===== src/rtl/level_detector.sv =====
// Hysteresis level detector with hold-off persistence, threshold sanity flag and saturating rise counter.
// Latency: 1 clk from the last qualifying sample to level/rise/fall; no backpressure, samples are qualified by ena.
module level_detector #(
  parameter int DATA_W = 32,
  parameter int HOLD_W = 8
) (
  input  logic              clk,
  input  logic              rst,
  input  logic              ena,
  input  logic [DATA_W-1:0] id,
  input  logic [DATA_W-1:0] thr_hi,
  input  logic [DATA_W-1:0] thr_lo,
  input  logic [HOLD_W-1:0] hold,
  input  logic              cnt_clr,
  output logic              level,
  output logic              rise,
  output logic              fall,
  output logic              thr_err,
  output logic [15:0]       events
);

  typedef enum logic [1:0] {
    S_LOW     = 2'd0,
    S_PEND_HI = 2'd1,
    S_HIGH    = 2'd2,
    S_PEND_LO = 2'd3
  } state_t;

  state_t            state;
  logic [HOLD_W-1:0] cnt;
  logic [HOLD_W-1:0] lim;
  logic              hi_q;
  logic              lo_q;
  logic              go_hi;
  logic              go_lo;
  logic [15:0]       events_nxt;

  assign hi_q = (id >= thr_hi);
  assign lo_q = (id <= thr_lo);

  // Transition strobes, shared by the pulse registers and the event counter.
  assign go_hi = !thr_err && ena && hi_q &&
                 (((state == S_LOW) && (hold == '0)) || ((state == S_PEND_HI) && (cnt == lim)));
  assign go_lo = !thr_err && ena && lo_q &&
                 (((state == S_HIGH) && (hold == '0)) || ((state == S_PEND_LO) && (cnt == lim)));

  always_comb begin
    events_nxt = events;
    if (cnt_clr)
      events_nxt = {15'd0, go_hi};
    else if (go_hi && (events != 16'hFFFF))
      events_nxt = events + 16'd1;
  end

  always_ff @(posedge clk or posedge rst) begin
    if (rst) begin
      state   <= S_LOW;
      cnt     <= '0;
      lim     <= '0;
      level   <= 1'b0;
      rise    <= 1'b0;
      fall    <= 1'b0;
      thr_err <= 1'b0;
      events  <= 16'd0;
    end else begin
      thr_err <= (thr_lo >= thr_hi);
      rise    <= go_hi;
      fall    <= go_lo;
      events  <= events_nxt;
      if (thr_err) begin
        // Inconsistent thresholds: abandon any pending qualification, keep the settled level.
        cnt <= '0;
        if (state == S_PEND_HI) state <= S_LOW;
        if (state == S_PEND_LO) state <= S_HIGH;
      end else if (ena) begin
        case (state)
          S_LOW: begin
            if (hi_q) begin
              if (hold == '0) begin
                state <= S_HIGH;
                level <= 1'b1;
              end else begin
                state <= S_PEND_HI;
                cnt   <= HOLD_W'(1);
                lim   <= hold;
              end
            end
          end
          S_PEND_HI: begin
            if (!hi_q) begin
              state <= S_LOW;
              cnt   <= '0;
            end else if (cnt == lim) begin
              state <= S_HIGH;
              cnt   <= '0;
              level <= 1'b1;
            end else begin
              cnt <= cnt + HOLD_W'(1);
            end
          end
          S_HIGH: begin
            if (lo_q) begin
              if (hold == '0) begin
                state <= S_LOW;
                level <= 1'b0;
              end else begin
                state <= S_PEND_LO;
                cnt   <= HOLD_W'(1);
                lim   <= hold;
              end
            end
          end
          S_PEND_LO: begin
            if (!lo_q) begin
              state <= S_HIGH;
              cnt   <= '0;
            end else if (cnt == lim) begin
              state <= S_LOW;
              cnt   <= '0;
              level <= 1'b0;
            end else begin
              cnt <= cnt + HOLD_W'(1);
            end
          end
          default: begin
            state <= S_LOW;
            cnt   <= '0;
            level <= 1'b0;
          end
        endcase
      end
    end
  end

endmodule


===== config.mk =====
export PLATFORM = sky130hd
export DESIGN_NAME = level_detector
export DESIGN_NICKNAME = d
export VERILOG_FILES = /design/src/rtl/level_detector.sv
export SDC_FILE = /design/constraint.sdc
export NUM_CORES = 1
export LEC_CHECK = 0
export ABC_AREA = 1
export CAP_MARGIN = 10
export CELL_PAD_IN_SITES_DETAIL_PLACEMENT = 1
export CELL_PAD_IN_SITES_GLOBAL_PLACEMENT = 1
export CORE_ASPECT_RATIO = 1.2
export CORE_MARGIN = 2
export CORE_UTILIZATION = 35
export DETAILED_ROUTE_END_ITERATION = 12
export PLACE_DENSITY_LB_ADDON = 0.1
export SYNTH_ARGS = -nofsm -noshare
export SYNTH_HDL_FRONTEND = slang
export SYNTH_SLANG_ARGS = --single-unit

===== constraint.sdc =====
create_clock -name clk -period 2.2 [get_ports clk]
set_input_delay 0.33 -clock clk [delete_from_list [all_inputs] [get_ports clk]]
set_output_delay 0.33 -clock clk [all_outputs]
set_load 0.02 [all_outputs]

==> results.env <==
CLOCK_PATH_BUFFERS=2
FINALCRITICALPERIOD_NS=2.12
FINAL-SETUP-VIOL-COUNT=0
DIEWIDTH_MICRONS=112
GP_ROUTABILITY_CONGESTION=0.866
CTS_HOLD_BUF=0
INITIAL_CORE_UTIL_PCT=35.8
CRITICAL_PATH_CELL_LIST='clkbuf_2, inv_1, ha_1, nand2_2, nor2_4, nand2_4, nor4_4, nand2_1, nand2_2, nand2_4, buf_4, buf_4, nand3_1, nand2_1, nand3_2, nand2_2'
FINAL.PERIOD_UTILIZATION_PCT=96.4
GRTUSAGETOTAL_PCT=23.0
POST_DP_CELL_AREA_SQ_UM=6820
GRT_ANTENNA_BEFORE_REPAIR=1
WORST_PATH_LARGEST_CELL_DELAY_NS=0.36
CLKTRANSATPATHREGS_NS=0.06
FIN_CELLS=1096
YS_TYPES=39
GRT_PASS1_WL_MICRONS=28600
CRITPATHMOSTFREQUENTCELL='sky130_fd_sc_hd__nand2_2'
FINAL_NETS=1129
FINALHOLDVIOLATIONS=0
SLEW-LIMIT-HEADROOM_PCT=62.9
NETLIST_TOP_CELLS_AREA='sky130_fd_sc_hd__ha_1, sky130_fd_sc_hd__dfrtp_1, sky130_fd_sc_hd__nand2_1'
ROUTE.DETAILED.WL_PER_INST_MICRONS=16.2
DRT_FIRST_PASS_ITERS=4
PLACEABLECOREAREA_SQ_UM=13800
SYN-NUM-NETS=923
ROUTE.DETAILED.VIAS_PER_INST=5.12
HP_CLASS='in -> async'
NUMPORTBUFFERS=127
ROUTE.VIAS.TOTAL=5616
FINAL_CELL_MIX='sky130_fd_sc_hd__nand2_1, sky130_fd_sc_hd__buf_4, sky130_fd_sc_hd__inv_1'
CTS_NUM_SINKS=38
DETAIL_ROUTE.WIRELENGTH_MICRONS=17800
ASYNC_SET_RESET_FLOP_SHARE_OUT_OF_SYNTHESIS_PCT=100
N_FILL_CELL=1751
YOSYS_REGISTER_BITS=38
DP_HPWL_MICRONS=13600
INSERTION_DELAY_NS=0.29
CRITPATHLAUNCHTYPE='primary input'
GLOBAL_ROUTE.OVERFLOW_TOTAL=0
VIAS_IN_THE_FIRST_GLOBAL_ROUTE=6316
CRITICAL_PATH.SLOWEST_CELL='sky130_fd_sc_hd__nor4_4'
DESIGN.DIE.AREA_SQ_UM=15100
AREA_GROWTH_PCT=54.8
PIN_COUNT_OF_THE_BIGGEST_NET_ENTERING_GLOBAL_ROUTING=39
FLOORPLAN.DIE.HEIGHT_MICRONS=134
REPORT.FINAL.SLEW_VIOL_COUNT=0
POWER_DENS_CELLS_nW_PER_UM2=443
LEADING_CELL_TYPE_IN_THE_LAYOUT_FILL_AND_TAPS_EXCLUDED='sky130_fd_sc_hd__nand2_1'
WORST-SLEW-PIN-TRANSITION_NS=0.553
SYNTHESIS.YOSYS.WARNINGS=0
ANT_NETS=0
CELL_ACCOUNTING_FOR_THE_MOST_SYNTHESIZED_AREA='sky130_fd_sc_hd__ha_1'
FLOORPLAN.ROWS=47
TIMING.CRITICAL_PATH.TO_TYPE='register'
YS.FLOP_TYPE='sky130_fd_sc_hd__dfrtp_1'
WORSTPATHARRIVAL_NS=2.29
PEAKVDDDROP_V=0.000743
CRITICAL_PATH_PEAK_FANOUT=5
TRITONCTS.NUM_BUFFERS=5
FINAL_CELL_AREA_SQ_UM=7630
FIN_WORST_SKEW_NS=0.00615
REMAINING_DRC_ERRORS=0
REQUIRED_NS=2.37
ACHIEVABLE-FREQUENCY_MHz=472
SYNTH-SEQ-AREA-SHARE_PCT=19.3
CTS_ROOT_BUF='sky130_fd_sc_hd__clkbuf_16'
H-TREE-DEPTH=2
STATUS='completed'
SYN-INSTANCE-COUNT=717
DRIVE_ABOVE_1_SHARE_PCT=30.7
SYNTH_AREA_PER_CELL_SQ_UM=6.88
WS_PATH_TYPE='in -> reg'
NUMPLACEDINSTANCES=1068
CAP_VIOLATIONS=0
CTS_TREE='done'
IOPINCOUNT=128
POWER_LEAKAGE_uW=0.00397
SYNTH_TOP_AREA_SHARE_PCT=24.9
DRT_ITER0_MARKERS=123
NETLIST_AREA_SQ_UM=4930
SYNTH-EDFF-COUNT=0
## final cells by class
class | instances | area (sq um) | area share (%)
clock buffer | 6 | 139 | 1.82
inverter | 119 | 447 | 5.85
clock inverter | 2 | 12.5 | 0.164
multi-input combinational | 555 | 4200 | 55.0
sequential | 38 | 952 | 12.5
timing repair buffer | 204 | 1660 | 21.8
tap | 171 | 214 | 2.80
antenna | 1 | 2.50 | 0.0328
## logic make-up after synthesis
family | share of synthesized area, %
AO/OA/AOI/OAI | 9.08
XOR/XNOR | 3.73
adder cells (fa/ha/maj) | 24.9
buffers and inverters | 9.92
flip-flops | 19.3
AND/OR/NAND/NOR | 33.1
## state kept, by name, summed over array words and instances (netlist names)
| name | count |
|---|---|
| cnt | 8 |
| rise | 1 |
| state | 2 |
| thr_err | 1 |
| fall | 1 |
| lim | 8 |
| events | 16 |
| level | 1 |
## cells in the mapped netlist (4+ instances only)
library cell,count
sky130_fd_sc_hd__dfrtp_1,38
sky130_fd_sc_hd__o21a_1,4
sky130_fd_sc_hd__a21oi_1,41
sky130_fd_sc_hd__inv_2,4
sky130_fd_sc_hd__clkbuf_1,4
sky130_fd_sc_hd__nor3_1,9
sky130_fd_sc_hd__o21ai_2,8
sky130_fd_sc_hd__xnor2_1,4
sky130_fd_sc_hd__inv_1,114
sky130_fd_sc_hd__nor2_1,64
sky130_fd_sc_hd__o21ai_0,12
sky130_fd_sc_hd__nand2_1,180
sky130_fd_sc_hd__nand4_1,20
sky130_fd_sc_hd__xor2_1,17
sky130_fd_sc_hd__ha_1,98
sky130_fd_sc_hd__nand2_2,6
sky130_fd_sc_hd__nand3_1,59
## through the flow
stage / hold WS, ns / total power (uW) / util, % / TNS [ns] / setup WS [ns]
after CTS: 0.492 / 3280 / 54.6 / 0 / 0.000630
after global routing: 0.529 / 3630 / 55.5 / -1.00 / -0.0812
after detailed placement: 0.496 / 2380 / 49.6 / -15.85 / -0.531
after global placement: 0.490 / 2310 / 49.6 / -13.98 / -0.461
after floorplan: 0.469 / 1770 / - / 0 / 0.220
final: 0.472 / 3380 / 55.5 / 0 / 0.0799
## worst paths after layout
kind                                    start                endpoint  slack [ns]  cells after the start
setup reg to reg           cnt[0]$_DFFE_PP0P_  events[12]$_DFFE_PP0P_        0.12                     12
hold reg to reg            lim[1]$_DFFE_PP0P_      lim[1]$_DFFE_PP0P_        0.51                      2
setup / recovery                   thr_lo[30]      cnt[2]$_DFFE_PP0P_        0.08                     16
max in group asynchronous                 rst      cnt[0]$_DFFE_PP0P_        1.37                      3
min in group clk           lim[1]$_DFFE_PP0P_      lim[1]$_DFFE_PP0P_        0.51                      2
hold / removal                            rst       level$_DFFE_PP0P_        0.47                      3
## metal layers
| metal | track usage [%] | part of all wire, % |
|---|---|---|
| met3 | 2.26 | 3.0 |
| met2 | 45.2 | 55 |
| met5 | 0 | 0 |
| met4 | 9.21 | 2.5 |
| met1 | 24.9 | 39 |
## worst max-delay path, delay by kind of cell
family	cells	cell delay (ns)
fa+ha+maj	1	0.28
buf+inv	4	0.43
simple gates	11	1.26
## where the power goes
group | switching (uW) | internal, uW | total [uW]
Sequential | 129 | 805 | 935
Clock | 294 | 449 | 743
Combinational | 947 | 757 | 1700
## timing repair
item / 4_1_cts / 5_1_grt
pin swaps: 67 / 39
gates resized for setup: 214 / 88
cloned: 1 / 1
endpoints found under the hold margin: 0 / 0
buffers inserted: 11 / 7
setup endpoints to repair: 37 / 36
Note: power is estimated with default switching activity, not from simulation.
